File: config.mk
export PLATFORM = sky130hd
export DESIGN_NAME = control_unit
export DESIGN_NICKNAME = d
export VERILOG_FILES = /design/src/rtl/cpu_pkg.sv /design/src/rtl/ins_decode.sv /design/src/rtl/control_unit.sv
export SDC_FILE = /design/constraint.sdc
export NUM_CORES = 1
export LEC_CHECK = 0
export CELL_PAD_IN_SITES_DETAIL_PLACEMENT = 1
export CELL_PAD_IN_SITES_GLOBAL_PLACEMENT = 1
export CORE_ASPECT_RATIO = 0.8
export CORE_MARGIN = 1.5
export CORE_UTILIZATION = 30
export DETAILED_ROUTE_END_ITERATION = 6
export GPL_TIMING_DRIVEN = 0
export PLACE_DENSITY = 0.83
export SETUP_SLACK_MARGIN = 0.05
export SLEW_MARGIN = 30
export SYNTH_ARGS = -nofsm -noshare
export SYNTH_HDL_FRONTEND = slang
export SYNTH_SLANG_ARGS = --single-unit
File: constraint.sdc
create_clock -name CLK -period 4.13 [get_ports CLK]
set_input_delay 0.826 -clock CLK [delete_from_list [all_inputs] [get_ports CLK]]
set_output_delay 0.826 -clock CLK [all_outputs]
set_load 0.005 [all_outputs]
File: src/rtl/cpu_pkg.sv
// cpu_pkg: opcode/funct constants, FSM state encoding and datapath control codes
// shared by the control unit, immediate extender and ALU.
`default_nettype none

package cpu_pkg;

  localparam logic [5:0] OP_RTYPE = 6'b000000;
  localparam logic [5:0] OP_ADDI  = 6'b001000;
  localparam logic [5:0] OP_ANDI  = 6'b001100;
  localparam logic [5:0] OP_ORI   = 6'b001101;
  localparam logic [5:0] OP_SLTI  = 6'b001010;
  localparam logic [5:0] OP_LW    = 6'b100011;
  localparam logic [5:0] OP_SW    = 6'b101011;
  localparam logic [5:0] OP_BEQ   = 6'b000100;
  localparam logic [5:0] OP_J     = 6'b000010;
  localparam logic [5:0] OP_JAL   = 6'b000011;
  localparam logic [5:0] OP_HALT  = 6'b111111;

  localparam logic [5:0] FUNCT_ADD = 6'b100000;
  localparam logic [5:0] FUNCT_SUB = 6'b100010;
  localparam logic [5:0] FUNCT_AND = 6'b100100;
  localparam logic [5:0] FUNCT_OR  = 6'b100101;
  localparam logic [5:0] FUNCT_SLT = 6'b101010;
  localparam logic [5:0] FUNCT_SLL = 6'b000000;
  localparam logic [5:0] FUNCT_JR  = 6'b001000;

  // Eight multicycle states in the low three bits; HALT alone sets bit 3.
  localparam logic [3:0] ST_IF     = 4'b0000;
  localparam logic [3:0] ST_ID     = 4'b0001;
  localparam logic [3:0] ST_EXE_AL = 4'b0010;
  localparam logic [3:0] ST_EXE_BR = 4'b0011;
  localparam logic [3:0] ST_EXE_LS = 4'b0100;
  localparam logic [3:0] ST_MEM    = 4'b0101;
  localparam logic [3:0] ST_WB_AL  = 4'b0110;
  localparam logic [3:0] ST_WB_LD  = 4'b0111;
  localparam logic [3:0] ST_HALT   = 4'b1000;

  localparam logic [2:0] ALU_ADD = 3'b000;
  localparam logic [2:0] ALU_SUB = 3'b001;
  localparam logic [2:0] ALU_SLL = 3'b010;
  localparam logic [2:0] ALU_OR  = 3'b011;
  localparam logic [2:0] ALU_AND = 3'b100;
  localparam logic [2:0] ALU_SLT = 3'b101;

  localparam logic [1:0] EXT_SA   = 2'b00;
  localparam logic [1:0] EXT_ZERO = 2'b01;
  localparam logic [1:0] EXT_SIGN = 2'b10;

  localparam logic [1:0] PC_NEXT   = 2'b00;
  localparam logic [1:0] PC_BRANCH = 2'b01;
  localparam logic [1:0] PC_JR     = 2'b10;
  localparam logic [1:0] PC_JUMP   = 2'b11;

  localparam logic [1:0] DST_RA = 2'b00;
  localparam logic [1:0] DST_RT = 2'b01;
  localparam logic [1:0] DST_RD = 2'b10;

  typedef struct packed {
    logic alu_r;
    logic alu_i;
    logic load;
    logic store;
    logic branch;
    logic jump;
    logic link;
    logic jump_reg;
    logic halt;
    logic nop;
  } ins_class_t;

endpackage

`default_nettype wire

File: src/rtl/ins_decode.sv
// ins_decode: combinational op/funct decode into a one-hot instruction class
// plus the state-independent ALU and extender selects.
`default_nettype none

module ins_decode
  import cpu_pkg::*;
(
  input  logic [5:0]  op,
  input  logic [5:0]  funct,
  output ins_class_t  cls,
  output logic [2:0]  alu_op,
  output logic [1:0]  ext_sel,
  output logic        alu_src_a,
  output logic        alu_src_b
);

  always_comb begin
    cls       = '0;
    alu_op    = ALU_ADD;
    ext_sel   = EXT_SIGN;
    alu_src_a = 1'b0;
    alu_src_b = 1'b0;
    case (op)
      OP_RTYPE: begin
        case (funct)
          FUNCT_ADD: cls.alu_r = 1'b1;
          FUNCT_SUB: begin cls.alu_r = 1'b1; alu_op = ALU_SUB; end
          FUNCT_AND: begin cls.alu_r = 1'b1; alu_op = ALU_AND; end
          FUNCT_OR:  begin cls.alu_r = 1'b1; alu_op = ALU_OR;  end
          FUNCT_SLT: begin cls.alu_r = 1'b1; alu_op = ALU_SLT; end
          FUNCT_SLL: begin
            cls.alu_r = 1'b1;
            alu_op    = ALU_SLL;
            ext_sel   = EXT_SA;
            alu_src_a = 1'b1;
          end
          FUNCT_JR:  cls.jump_reg = 1'b1;
          default:   cls.nop = 1'b1;
        endcase
      end
      OP_ADDI: begin cls.alu_i = 1'b1; alu_src_b = 1'b1; end
      OP_ANDI: begin
        cls.alu_i = 1'b1; alu_src_b = 1'b1; alu_op = ALU_AND; ext_sel = EXT_ZERO;
      end
      OP_ORI: begin
        cls.alu_i = 1'b1; alu_src_b = 1'b1; alu_op = ALU_OR; ext_sel = EXT_ZERO;
      end
      OP_SLTI: begin cls.alu_i = 1'b1; alu_src_b = 1'b1; alu_op = ALU_SLT; end
      OP_LW:   begin cls.load  = 1'b1; alu_src_b = 1'b1; end
      OP_SW:   begin cls.store = 1'b1; alu_src_b = 1'b1; end
      OP_BEQ:  begin cls.branch = 1'b1; alu_op = ALU_SUB; end
      OP_J:    cls.jump = 1'b1;
      OP_JAL:  cls.link = 1'b1;
      OP_HALT: cls.halt = 1'b1;
      default: cls.nop = 1'b1;
    endcase
  end

endmodule

`default_nettype wire

File: src/rtl/control_unit.sv
// control_unit: multicycle IF/ID/EXE/MEM/WB sequencer driving every datapath
// control line from the current state and the decoded instruction.
`default_nettype none

module control_unit
  import cpu_pkg::*;
(
  input  logic       CLK,
  input  logic       Reset,
  input  logic [5:0] op,
  input  logic [5:0] funct,
  input  logic       zero,
  output logic       PCWre,
  output logic       IRWre,
  output logic [1:0] ExtSel,
  output logic       ALUSrcA,
  output logic       ALUSrcB,
  output logic [2:0] ALUOp,
  output logic       RegWre,
  output logic [1:0] RegDst,
  output logic       WrRegDSrc,
  output logic       DBDataSrc,
  output logic       mRD,
  output logic       mWR,
  output logic [1:0] PCSrc
);

  logic [3:0]  state;
  logic [3:0]  next_state;
  ins_class_t  cls;
  logic [2:0]  dec_alu_op;
  logic [1:0]  dec_ext_sel;
  logic        dec_src_a;
  logic        dec_src_b;

  ins_decode u_ins_decode (
    .op        (op),
    .funct     (funct),
    .cls       (cls),
    .alu_op    (dec_alu_op),
    .ext_sel   (dec_ext_sel),
    .alu_src_a (dec_src_a),
    .alu_src_b (dec_src_b)
  );

  always_ff @(posedge CLK) begin
    if (Reset) state <= ST_IF;
    else       state <= next_state;
  end

  always_comb begin
    next_state = ST_IF;
    case (state)
      ST_IF: next_state = ST_ID;
      ST_ID: begin
        if (cls.jump || cls.link || cls.jump_reg || cls.nop) next_state = ST_IF;
        else if (cls.halt)                                  next_state = ST_HALT;
        else if (cls.branch)                                next_state = ST_EXE_BR;
        else if (cls.load || cls.store)                     next_state = ST_EXE_LS;
        else                                                next_state = ST_EXE_AL;
      end
      ST_EXE_AL: next_state = ST_WB_AL;
      ST_EXE_BR: next_state = ST_IF;
      ST_EXE_LS: next_state = ST_MEM;
      ST_MEM:    next_state = cls.load ? ST_WB_LD : ST_IF;
      ST_WB_AL:  next_state = ST_IF;
      ST_WB_LD:  next_state = ST_IF;
      ST_HALT:   next_state = ST_HALT;
      default:   next_state = ST_IF;
    endcase
  end

  // Reset forces every output low combinationally, so an abandoned MEM/WB never writes.
  always_comb begin
    PCWre     = 1'b0;
    IRWre     = 1'b0;
    ExtSel    = 2'b00;
    ALUSrcA   = 1'b0;
    ALUSrcB   = 1'b0;
    ALUOp     = 3'b000;
    RegWre    = 1'b0;
    RegDst    = 2'b00;
    WrRegDSrc = 1'b0;
    DBDataSrc = 1'b0;
    mRD       = 1'b0;
    mWR       = 1'b0;
    PCSrc     = PC_NEXT;
    if (!Reset) begin
      ExtSel  = dec_ext_sel;
      ALUSrcA = dec_src_a;
      ALUSrcB = dec_src_b;
      ALUOp   = dec_alu_op;
      case (state)
        ST_IF: IRWre = 1'b1;
        ST_ID: begin
          if (cls.jump || cls.link || cls.jump_reg || cls.nop) PCWre = 1'b1;
          if (cls.jump || cls.link) PCSrc = PC_JUMP;
          if (cls.jump_reg)         PCSrc = PC_JR;
          if (cls.link) begin
            RegWre = 1'b1;
            RegDst = DST_RA;
          end
        end
        ST_EXE_BR: begin
          PCWre = 1'b1;
          PCSrc = zero ? PC_BRANCH : PC_NEXT;
        end
        ST_MEM: begin
          mRD   = cls.load;
          mWR   = cls.store;
          PCWre = cls.store;
        end
        ST_WB_AL: begin
          PCWre     = 1'b1;
          RegWre    = 1'b1;
          WrRegDSrc = 1'b1;
          RegDst    = cls.alu_r ? DST_RD : DST_RT;
        end
        ST_WB_LD: begin
          PCWre     = 1'b1;
          RegWre    = 1'b1;
          WrRegDSrc = 1'b1;
          DBDataSrc = 1'b1;
          RegDst    = DST_RT;
        end
        default: ;
      endcase
    end
  end

endmodule

`default_nettype wire

## Word-level counts from Yosys, hierarchy flattened

Cells that the tools add are included.

- Mux-type cells: 53
- Reductions and logical operators: 14
- Equality and inequality tests: 24

Operator list:

| kind | number |
|---|---|
| $eq A6 B6 Y1 const B | 8 |
| $mux W1 | 31 |
| $eq A6 B4 Y1 const B | 5 |
| $pmux W3 S5 | 2 |
| $pmux W4 S6 | 1 |
| $eq A4 B3 Y1 const B | 4 |
| $mux W2 | 7 |
| $eq A6 B2 Y1 const B | 2 |
| $logic_not A6 Y1 | 2 |
| $mux W3 | 4 |
| $pmux W2 S2 | 3 |
| $reduce_or A6 Y1 | 2 |
| $reduce_or A10 Y1 | 1 |
| $eq A4 B2 Y1 const B | 2 |
| $mux W4 | 2 |
| $reduce_or A7 Y1 | 1 |
| $eq A6 B3 Y1 const B | 1 |
| $eq A4 B1 Y1 const B | 1 |
| $eq A4 B4 Y1 const B | 1 |
| $logic_not A4 Y1 | 1 |
| $logic_or A1 B1 Y1 | 4 |
| $pmux W1 S2 | 2 |
| $reduce_or A2 Y1 | 2 |
| $pmux W1 S3 | 1 |
| $reduce_or A3 Y1 | 1 |

- Bits of input ports: 15
- Bits in registers: 4
- Logic and storage cells: 92
- Output and inout port bits: 18

## Depth between registers and ports, before layout

Gate-level depths: netlist of the first run.

- Word-level depth: 8
- Mapped depth: 6
- Gate-level depth less buffers: 4

## Cells and area by module

Synthesis of the first run repeated with hierarchy kept, for this count alone.

- Cell total of the unflattened synthesis: 139
- Area total of the unflattened synthesis: 904.6 sq um

By module, submodules not included:

| module | sequential area each (sq um) | area an instance (sq um) | cells an instance | times used |
|---|---|---|---|---|
| control_unit | 80.1 | 467.9 | 67 | 1 |
| ins_decode | 0.0 | 436.7 | 72 | 1 |

## Worst setup path after synthesis of the first run

No wires, ideal clock.

- Path kind: input port to output port
- Start point: input port op[5]
- End point: output port PCSrc[1]
- Required time: 3.304 ns
- Stages on the path: 6
- Path buffers: 2
- Path slack: 1.392 ns
- Arrival: 1.912 ns
- Cell sequence: buf_6 > or3_1 > buf_6 > nor3_4 > nand4b_1 > a21oi_1

- Word-level cells in the longest chain between the ends: 7
- Elaborated cells on any way between the ends: 11
- Classes of those cells: eq/ne (2); mux (7); reduce/logical (2)

RTL lines:

| what | RTL line | RTL |
|---|---|---|
| start, declared | control_unit.sv:10 | `input logic [5:0] op,` |
| $eq A6 B2 Y1 | ins_decode.sv:23 | `case (op)` |
| $mux W1 | ins_decode.sv:23 |  |
| $logic_or A1 B1 Y1 | control_unit.sv:97 | `if (cls.jump \|\| cls.link) PCSrc = PC_JUMP;` |
| $mux W2 | control_unit.sv:97 |  |
| $mux W2 * | control_unit.sv:98 | `if (cls.jump_reg) PCSrc = PC_JR;` |
| $pmux W2 S2 * | control_unit.sv:93 | `case (state)` |
| $mux W2 * | control_unit.sv:88 | `if (!Reset) begin` |
| end, declared | control_unit.sv:25 | `output logic [1:0] PCSrc` |

Every way passes the cells marked *; elsewhere a longest branch is shown, timed or not.

## Worst setup path in the final report of the first run

- Start point: input port op[2]
- End point: output port ALUOp[2]

- Word-level cells in the longest chain between the ends: 3
- Elaborated cells on any way between the ends: 7
- Classes of those cells: eq/ne (4); mux (2); reduce/logical (1)

RTL lines:

| what | RTL line | RTL |
|---|---|---|
| $eq A6 B3 Y1, or another cell as far along | ins_decode.sv:23 |  |
| $pmux W3 S5 * | ins_decode.sv:23 |  |
| $mux W3 * | control_unit.sv:88 |  |
| end, declared | control_unit.sv:18 | `output logic [2:0] ALUOp,` |

Marked as above.

==> results.md, run 1 <==
Die:
- The floorplan has 16 rows.
- The initial utilization of the core area, before any placement, comes to 0.314.
- The floorplan step set the die width to 59.3 µm.
- 33 I/O pins were placed.
- The overall die area is 2850 µm².
- Measured along the y axis, the die boundary spans 48.0 µm.
- The core outline area is 2420 µm².

Logic synthesis:
- The number of flops mapped to enable cells by yosys is 0.
- The cell area after technology mapping is 761 µm².
- The most used flip-flop cell after synthesis is sky130_fd_sc_hd__dfxtp_1.
- After synthesis, the mean cell area works out to 6.73 µm².
- The async set or reset register ratio after synthesis is 0.
- In the synthesized netlist, the cells that appear most often are sky130_fd_sc_hd__nor2_1, sky130_fd_sc_hd__a21oi_1, sky130_fd_sc_hd__clkbuf_1, sky130_fd_sc_hd__nor3_1, sky130_fd_sc_hd__nor2b_1.
- The most area-hungry cell type in the Yosys netlist is sky130_fd_sc_hd__dfxtp_1.
- The share of the synthesized area in the top cell type is 0.105.
- Of the synthesized area, sequential elements account for 0.105.
- The number of nets in the synthesized netlist is 128.
- The total of warnings raised by yosys is 0.
- Ranked by total cell area, the synthesized netlist is headed by sky130_fd_sc_hd__dfxtp_1, sky130_fd_sc_hd__nor2_1, sky130_fd_sc_hd__nand4b_1.
- The cell count after synthesis is 113.
- Synthesis inferred 4 register bits.
- The most frequent cell after synthesis is sky130_fd_sc_hd__nor2_1.
- The number of distinct library cell variants in the gate-level netlist after synthesis is 45.

Critical path:
- The slowest stage of the critical path belongs to the cell sky130_fd_sc_hd__or3_2.
- For the worst setup path, the data arrival time is 3070 ps.
- The setup slack on the worst flop-to-flop path is 2580 ps.
- STA puts the critical path data required time at 3300 ps.
- STA classifies the critical path startpoint as an input port.
- In this design, the critical path's most frequently occurring cell is sky130_fd_sc_hd__clkdlybuf4s50_1.
- The worst setup path is captured at an output pin.
- The critical path goes through clkdlybuf4s50_1 -> or3_2 -> nor3_4 -> nand4b_1 -> a21oi_1 -> clkdlybuf4s50_1.
- The peak per-stage delay on the critical path is 590 ps.
- The kind of critical path is in -> out.
- The maximum net fanout on the critical path is 7.

Timing:
- Based on the critical path, the design can be clocked at up to 0.257 GHz.
- In this run the tightest slew margin relative to its limit is 0.672.
- The final setup violation count is 0.
- The fraction of the cycle the final worst path needs is 0.942.
- The setup TNS after final layout is 0 ps.
- Setup repair after global routing left no endpoint under its margin.
- The slew at the pin closest to its max-slew limit is 487 ps.
- Between clock sinks in the finished design, the worst skew comes to 3.90 ps.
- The count of final max-slew check failures came to 0.
- The final number of hold-violating endpoints is 0.
- The final critical path time including I/O delays and setup is 3890 ps.

Clock network:
- The clock root buffer master is sky130_fd_sc_hd__clkbuf_4.
- The TritonCTS clock tree is yes.
- The post-cts hold buffer count is 0.
- The clock net in this run drives a total of 4 sinks.
- The clock buffer count from CTS is 3.
- Clock latency on the worst-skew pair, taken at its later pin, is 230 ps.
- After clock tree synthesis, the clock-pin slew on the worst setup and hold paths is 40 ps.
- The post-cts repair resize count is 0.
- The maximum clock path buffer count is 2.
- The H-tree depth is 1.
- The post-CTS setup-driven buffer insertion count is 0.

GRT:
- Summed over all layers, the global routing overflow is 0.
- The overall track demand over capacity in global routing is 0.197.
- The number of antenna violations at the first check in global routing is 0.
- The first global-routing pass estimated 4200 µm of wire.
- Entering global routing, the biggest net connects 11 pins.
- The number of global-route vias before repair is 884.

Layout:
- 0 antenna diodes ended up in the layout.
- In the final layout, the share of cells above drive strength 1 is 0.0890.
- In the final layout, the registers with the most flip-flops are state (4).
- The register with the most flip-flops in the layout has 4 of them.
- The non-filler instance count after layout is 182.
- The area of the multi-input gates is 603 µm².
- Relative to the synthesized area, the layout overhead comes to 48.4%.
- After the last flow step, the layout net total stands at 163.
- The register with the most flip-flops in the final layout is state.
- Summing all flip-flop and latch instances after layout gives 80.1 µm².
- The total of fill cells in the finished design is 319.

Placement:
- Once placement completed, the tool counted placed cells totaling 179.
- The number of buffers inserted by port buffering is 30.
- The final estimated routing congestion in global placement is 0.825.
- The wire-length estimate of the detail-placed layout is 2210 µm.

Detailed routing:
- The first TritonRoute pass finished after 4 iterations.
- The count of routing violations after the opening detailed-route iteration is 17.
- The detailed-route vias per instance is 5.34.
- The mean routed wirelength per cell is 14.7 µm.
- In this run the remaining antenna-violating nets after routing total 0.
- The residual DRC count is 0.
- Summing over every cut layer, the via total after detailed routing is 971.
- Summed over all layers, the routed wires come to 2670 µm.

Hold path:
- The path category of the worst min-delay check is reg -> reg.

Status:
- The run finished with clean final reports.

Pwr:
- The design draws 0.164 mW.
- The analysis attributes to cell leakage a power of 0.375 nW.
- The maximum vdd drop is 93.8 µV.
- The areal power density over the cells is 145 nW/µm².

Run:
- The tool flagged a number of max-cap violations equal to 0.
-- final cells by class --
cell class | instances | area share
clock buffer | 3 | 0.0200
multi-input combinational | 95 | 0.534
inverter | 3 | 0.00998
tap | 36 | 0.0399
buffer | 11 | 0.0588
timing repair buffer | 30 | 0.266
sequential | 4 | 0.0710
-- where the power goes --
part	switching (mW)	internal, mW	total (mW)
logic	0.0398	0.0346	0.0744
clock network	0.0160	0.0325	0.0485
registers	0.000609	0.0405	0.0411
-- critical path, delay by kind of cell --
family | cells | cell delay (ps)
AOI/OAI and AO/OA | 1 | 180
buffers and inverters | 2 | 1050
and+or+nand+nor | 3 | 1000
-- cell usage in the layout, fill, tap and decap left out, drive strengths merged, types with 2 or more instances in the layout --
cell type	n
clkdlybuf4s50	30
nor2	19
clkbuf	9
nor3	7
a21oi	6
nor2b	5
buf	5
nand2	4
nor4	4
nand3	4
nand4b	4
dfxtp	4
and2	3
a32oi	3
o21ai	3
and3	3
inv	3
nand2b	2
o211ai	2
a22o	2
or3	2
-- path summary, 6_finish.rpt --
check / from / end / cells after the start
setup reg to reg: state[1]$_SDFF_PP0_ / state[2]$_SDFF_PP0_ / 5
setup / recovery: op[2] / ALUOp[2] / 6
hold reg to reg: state[3]$_SDFF_PP0_ / state[3]$_SDFF_PP0_ / 3
hold / removal: state[3]$_SDFF_PP0_ / state[3]$_SDFF_PP0_ / 3
-- metrics by stage --
step                area (µm²)  setup WS (ps)  utilization  hold slack [ps]
floorplan                  761           1390            -              670
global placement          1110            330        0.457              743
detailed placement        1110            260        0.457              757
CTS                       1130            256        0.466              760
global route              1130            172        0.466              820
finish                    1130            239        0.466              758
-- logic make-up after synthesis --
kind of cell	after synthesis	share of synthesized area
simple gates	64	0.480
mux	1	0.0132
flops	4	0.105
xor+xnor	2	0.0230
buf+inv	14	0.102
compound gates	28	0.276
-- routing by layer --
metal,GRT usage,up-vias,share of wire
li1,-,499,-
met3,0.0324,0,0.041
met1,0.261,447,0.48
met2,0.360,25,0.48
met4,0,0,0
met5,0,-,0
Note: power is estimated with default switching activity, not from simulation.
==> run 2: changes to the inputs <==
- CELL_PAD_IN_SITES_DETAIL_PLACEMENT: 1 -> 0
- GPL_ROUTABILITY_DRIVEN: default -> 0
==> results.md, run 2 (same netlist as run 1, synthesis figures left out) <==
Status:
- Outcome: complete, no violations (unchanged).

Layout:
- Leading cell types in the layout, fill and taps excluded: sky130_fd_sc_hd__clkdlybuf4s50_1, sky130_fd_sc_hd__nor2_1, sky130_fd_sc_hd__clkbuf_1, sky130_fd_sc_hd__nor3_1, sky130_fd_sc_hd__a21oi_1 (unchanged).
- The number of antenna repair diodes is 0 (unchanged).
- Biggest registers after layout: state (4) (unchanged).
- The area added between synthesis and finish was 48.4% (unchanged).
- The number of flip-flops in the largest register is 4 (unchanged).
- The proportion of layout cells with a drive suffix above 1 is 0.0890 (unchanged).
- The top register by number of flip-flops is state (unchanged).
- The leading cell type in the layout, fill and taps excluded was sky130_fd_sc_hd__clkdlybuf4s50_1 (unchanged).
- The final standard cell utilization of the core is 0.466 (unchanged).
- The number of nets at the end of the flow was 163 (unchanged).

Timing:
- The final setup violation count is 0 (unchanged).
- RSZ-0062 raised after global routing: false (unchanged).
- The post-route clock skew is 0.835 ps (was 3.90 ps).
- The fraction of the cycle the final worst path needs is 0.931 (was 0.942).
- The headroom to the max-slew limit is 0.699 (was 0.672).
- The count of final max-slew check failures is 0 (unchanged).
- The setup TNS after final layout is 0 ps (unchanged).
- The slew at the pin closest to its max-slew limit was 447 ps (was 487 ps).
- The final number of hold-violating endpoints is 0 (unchanged).
- The highest clock frequency the design can meet is 0.260 GHz (was 0.257 GHz).
- The final critical path time including I/O delays and setup is 3850 ps (was 3890 ps).

Critical path:
- The type of element launching the critical path is an input port (unchanged).
- The kind of critical path is in -> out (unchanged).
- The endpoint arrival time on the critical path is 3020 ps (was 3070 ps).
- The data required time at the worst endpoint came to 3300 ps (about the same).
- The maximum net fanout on the critical path is 7 (unchanged).
- The category of the worst setup path capture point is an output pin (unchanged).

Die:
- The overall die height is 48.0 µm (unchanged).
- The width of the die is 59.3 µm (unchanged).
- The effective utilization at floorplan is 0.314 (unchanged).
- The total I/O pin count is 33 (unchanged).
- The number of cell rows is 16 (unchanged).
- The overall die area is 2850 µm² (unchanged).
- The core outline area was 2420 µm² (unchanged).

GRT:
- The largest net degree at the start of global routing is 11 (unchanged).
- The number of antenna violations at the first check in global routing came to 0 (unchanged).
- The overall track demand over capacity in global routing came to 0.164 (was 0.197).
- The wire length of the first global-routing pass is 3510 µm (was 4200 µm).
- The number of global-route vias before repair is 763 (was 884).
- The total congestion overflow after global routing was 0 (unchanged).

Detailed routing:
- The first-pass detailed-route iteration total was 4 (unchanged).
- The residual DRC count is 0 (unchanged).
- The count of routing violations after the opening detailed-route iteration is 41 (was 17).
- The remaining number of nets flagged by the antenna check after routing was 0 (unchanged).
- The mean routed wirelength per cell was 12.4 µm (was 14.7 µm).
- The detailed-route vias per instance is 5.41 (was 5.34).
- The routed wire length is 2270 µm (was 2670 µm).
- The number of vias after detailed routing is 985 (was 971).

Pwr:
- The areal power density over the cells was 143 nW/µm² (was 145 nW/µm²).
- The final total power is 0.162 mW (was 0.164 mW).
- The maximum vdd drop is 118 µV (was 93.8 µV).
- The leakage dissipation is 0.375 nW (unchanged).

Clock network:
- The worst-skew pair later-pin latency is 230 ps (about the same).
- The clock transition at the register clock pins on the worst setup and hold paths after CTS was 40 ps (about the same).
- The clock buffer count from CTS came to 3 (unchanged).
- The H-tree depth is 1 (unchanged).
- The maximum clock path buffer count came to 2 (unchanged).
- The post-CTS setup-driven buffer insertion count was 0 (unchanged).
- The TritonCTS clock tree is yes (unchanged).
- The post-cts repair resize count is 0 (unchanged).
- The clock root buffer master was sky130_fd_sc_hd__clkbuf_4 (unchanged).
- The count of clock tree sinks is 4 (unchanged).
- The post-cts hold buffer count came to 0 (unchanged).

Placement:
- The estimated wirelength of the detail-placed design is 1850 µm (was 2210 µm).
- The number of buffers inserted by port buffering was 30 (unchanged).

Hold path:
- The path category of the worst min-delay check is reg -> reg (unchanged).

Run:
- The number of maximum-capacitance violations was 0 (unchanged).
[run 2: cell counts in the layout (fill, tap and decap cells not counted)]
Identical to the previous run, type by type.
[run 2: per-stage QoR]
stage / hold slack, ps / instances / setup slack [ps] / cell area (µm²)
final: 773 / 182 / 285 / 1130
after floorplan: 670 / 113 / 1390 / 761
after CTS: 776 / 182 / 288 / 1130
after global placement: 743 / 179 / 330 / 1110
after detailed placement: 763 / 179 / 297 / 1110
after global routing: 829 / 182 / 148 / 1130
[run 2: worst max-delay path: stages]
cell                              delay (ps)
sky130_fd_sc_hd__clkdlybuf4s50_1         520
sky130_fd_sc_hd__or3_2                   590
sky130_fd_sc_hd__nor3_4                  220
sky130_fd_sc_hd__nand4b_1                130
sky130_fd_sc_hd__a21oi_1                 200
sky130_fd_sc_hd__clkdlybuf4s50_1         530
[run 2: path summary, 6_finish.rpt]
check,startpoint,endpoint,slack [ps],cells past startpoint
max,op[2],PCSrc[1],280,6
min,state[3]$_SDFF_PP0_,state[3]$_SDFF_PP0_,770,3
max reg2reg,state[1]$_SDFF_PP0_,state[2]$_SDFF_PP0_,2640,5
min reg2reg,state[3]$_SDFF_PP0_,state[3]$_SDFF_PP0_,770,3
[run 2: layout make-up]
class | instances | area (µm²)
Clock buffer | 3 | 22.5
Sequential cell | 4 | 80.1
Buffer | 11 | 66.3
Inverter | 3 | 11.3
Timing Repair Buffer | 30 | 300
Tap cell | 36 | 45.0
Fill cell | 242 | 1290
Multi-Input combinational cell | 95 | 603
[run 2: power by group]
group          switching (mW)  internal, mW  leakage (nW)
Sequential           0.000501        0.0405        0.0326
Clock                  0.0160        0.0325        0.0138
Combinational          0.0377        0.0346         0.328
[run 2: metal layers]
metal  vias to the layer above  GRT usage  part of all wire
met5                         -          0                 0
met4                         0          0                 0
met3                         0     0.0486             0.073
met2                        41      0.268              0.45
met1                       446      0.229              0.48
li1                        498          -                 -
==> run 3: changes to the inputs <==
- PLACE_DENSITY: 0.83 -> 0.92
==> results.md, run 3 (same netlist as run 1, synthesis figures left out) <==
Status:
- Outcome: complete, no violations (unchanged).

Clock network:
- The clock buffer count from CTS is 3 (unchanged).
- The H-tree depth is 1 (unchanged).
- The clock transition at the register clock pins on the worst setup and hold paths after CTS is 40 ps (about the same).
- The post-CTS setup-driven buffer insertion count was 0 (unchanged).
- The count of clock tree sinks is 4 (unchanged).
- The worst-skew pair later-pin latency is 230 ps (about the same).
- The post-cts hold buffer count is 0 (unchanged).
- The maximum clock path buffer count is 2 (unchanged).
- The clock root buffer master is sky130_fd_sc_hd__clkbuf_4 (unchanged).
- The TritonCTS clock tree is yes (unchanged).
- The post-cts repair resize count was 0 (unchanged).

Timing:
- The slew at the pin closest to its max-slew limit is 550 ps (was 447 ps).
- The fraction of the cycle the final worst path needs is 0.929 (was 0.931).
- The post-route clock skew is 1.48 ps (was 0.835 ps).
- The final critical path time including I/O delays and setup is 3840 ps (was 3850 ps).
- The highest clock frequency the design can meet is 0.261 GHz (was 0.260 GHz).
- RSZ-0062 raised after global routing: false (unchanged).
- The final setup violation count is 0 (unchanged).
- The setup TNS after final layout was 0 ps (unchanged).
- The final number of hold-violating endpoints was 0 (unchanged).
- The headroom to the max-slew limit is 0.630 (was 0.699).
- The count of final max-slew check failures is 0 (unchanged).

Die:
- The number of cell rows is 16 (unchanged).
- The total I/O pin count is 33 (unchanged).
- The overall die area is 2850 µm² (unchanged).
- The width of the die is 59.3 µm (unchanged).
- The effective utilization at floorplan is 0.314 (unchanged).
- The core outline area is 2420 µm² (unchanged).
- The overall die height is 48.0 µm (unchanged).

Layout:
- Biggest registers after layout: state (4) (unchanged).
- The number of nets at the end of the flow is 163 (unchanged).
- The top register by number of flip-flops is state (unchanged).
- The leading cell type in the layout, fill and taps excluded is sky130_fd_sc_hd__clkdlybuf4s50_1 (unchanged).
- The final standard cell utilization of the core came to 0.466 (unchanged).
- The number of antenna repair diodes is 0 (unchanged).
- The final cell area excluding filler cells is 1130 µm² (unchanged).
- The area added between synthesis and finish came to 48.4% (unchanged).
- Leading cell types in the layout, fill and taps excluded: sky130_fd_sc_hd__clkdlybuf4s50_1, sky130_fd_sc_hd__nor2_1, sky130_fd_sc_hd__clkbuf_1, sky130_fd_sc_hd__nor3_1, sky130_fd_sc_hd__a21oi_1 (unchanged).
- The proportion of layout cells with a drive suffix above 1 is 0.0890 (unchanged).
- The non-filler instance count after layout is 182 (unchanged).
- The number of flip-flops in the largest register is 4 (unchanged).

GRT:
- The wire length of the first global-routing pass is 3590 µm (was 3510 µm).
- The number of antenna violations at the first check in global routing came to 0 (unchanged).
- The total congestion overflow after global routing is 0 (unchanged).
- The number of global-route vias before repair is 831 (was 763).
- The overall track demand over capacity in global routing is 0.167 (was 0.164).
- The largest net degree at the start of global routing is 11 (unchanged).

Detailed routing:
- The count of routing violations after the opening detailed-route iteration is 32 (was 41).
- The mean routed wirelength per cell is 12.5 µm (was 12.4 µm).
- The number of vias after detailed routing is 992 (was 985).
- The first-pass detailed-route iteration total is 4 (unchanged).
- The detailed-route vias per instance was 5.45 (was 5.41).
- The remaining number of nets flagged by the antenna check after routing is 0 (unchanged).
- The residual DRC count is 0 (unchanged).
- The routed wire length was 2280 µm (was 2270 µm).

Pwr:
- The areal power density over the cells is 143 nW/µm² (about the same).
- The final total power was 0.162 mW (about the same).
- The leakage dissipation is 0.375 nW (unchanged).
- The maximum vdd drop is 103 µV (was 118 µV).

Critical path:
- The launching instance or port of the critical path is op[2] (unchanged).
- The maximum net fanout on the critical path is 7 (unchanged).
- The endpoint arrival time on the critical path came to 3010 ps (was 3020 ps).
- The category of the worst setup path capture point is an output pin (unchanged).
- The kind of critical path is in -> out (unchanged).
- The type of element launching the critical path was an input port (unchanged).
- The capturing point of the worst reg2reg path is state[2]$_SDFF_PP0_ (unchanged).
- The data required time at the worst endpoint is 3300 ps (about the same).
- The setup slack on the worst flop-to-flop path came to 2630 ps (was 2640 ps).
- The source of the worst register-to-register timing path was state[1]$_SDFF_PP0_ (unchanged).
- The number of cells traversed by the worst register-to-register path is 5 (unchanged).

Hold path:
- The count of cells along the worst hold path is 4 (was 3).
- The startpoint of the most critical hold path is state[3]$_SDFF_PP0_ (unchanged).
- The path category of the worst min-delay check is reg -> reg (unchanged).
- The end point of the worst hold path is state[0]$_SDFF_PP0_ (was state[3]$_SDFF_PP0_).

Run:
- The number of maximum-capacitance violations is 0 (unchanged).

Placement:
- The post-place instance area is 1110 µm² (unchanged).
- The number of buffers inserted by port buffering was 30 (unchanged).
- The estimated wirelength of the detail-placed design is 1810 µm (was 1850 µm).
- The count of placed standard cells including taps is 179 (unchanged).
run 3: report_power, final:
part,internal [mW],switching [mW],total [mW]
combinational,0.0346,0.0374,0.0720
sequential,0.0405,0.000466,0.0410
clock,0.0325,0.0162,0.0488
total,0.108,0.0541,0.162
run 3: cell type report:
| class | instances | area [µm²] |
|---|---|---|
| Fill cell | 250 | 1290 |
| Multi-Input combinational cell | 95 | 603 |
| Timing Repair Buffer | 30 | 300 |
| Sequential cell | 4 | 80.1 |
| Buffer | 11 | 66.3 |
| Tap cell | 36 | 45.0 |
| Clock buffer | 3 | 22.5 |
| Inverter | 3 | 11.3 |
run 3: worst max-delay path: stages:
cell and delay, ps:
sky130_fd_sc_hd__clkdlybuf4s50_1 510, sky130_fd_sc_hd__or3_2 590, sky130_fd_sc_hd__nor3_4 230, sky130_fd_sc_hd__nand4b_1 140, sky130_fd_sc_hd__a21oi_1 190, sky130_fd_sc_hd__clkdlybuf4s50_1 520
run 3: metrics by stage:
step           hold WS (ps)  setup slack, ps
4_1_cts                 760              295
3_5_place_dp            749              301
5_1_grt                 809              156
6_report                757              295
3_3_place_gp            740              323
2_1_floorplan           670             1390
run 3: worst max-delay path by stage:
| stage | slack [ps] | endpoint | cells past startpoint |
|---|---|---|---|
| global route | 160 | PCSrc[1] | 6 |
| global placement | 320 | PCSrc[1] | 6 |
| CTS | 290 | PCSrc[1] | 6 |
| detailed placement | 300 | PCSrc[1] | 6 |
| finish | 290 | PCSrc[1] | 6 |
| floorplan | 1390 | PCSrc[1] | 6 |
run 3: routing by layer:
layer / global-route usage / vias to the layer above / share of wire
met1: 0.229 / 451 / 0.46
li1: - / 493 / -
met2: 0.264 / 46 / 0.44
met4: 0.0182 / 0 / 0.0083
met3: 0.0568 / 2 / 0.089
met5: 0 / - / 0
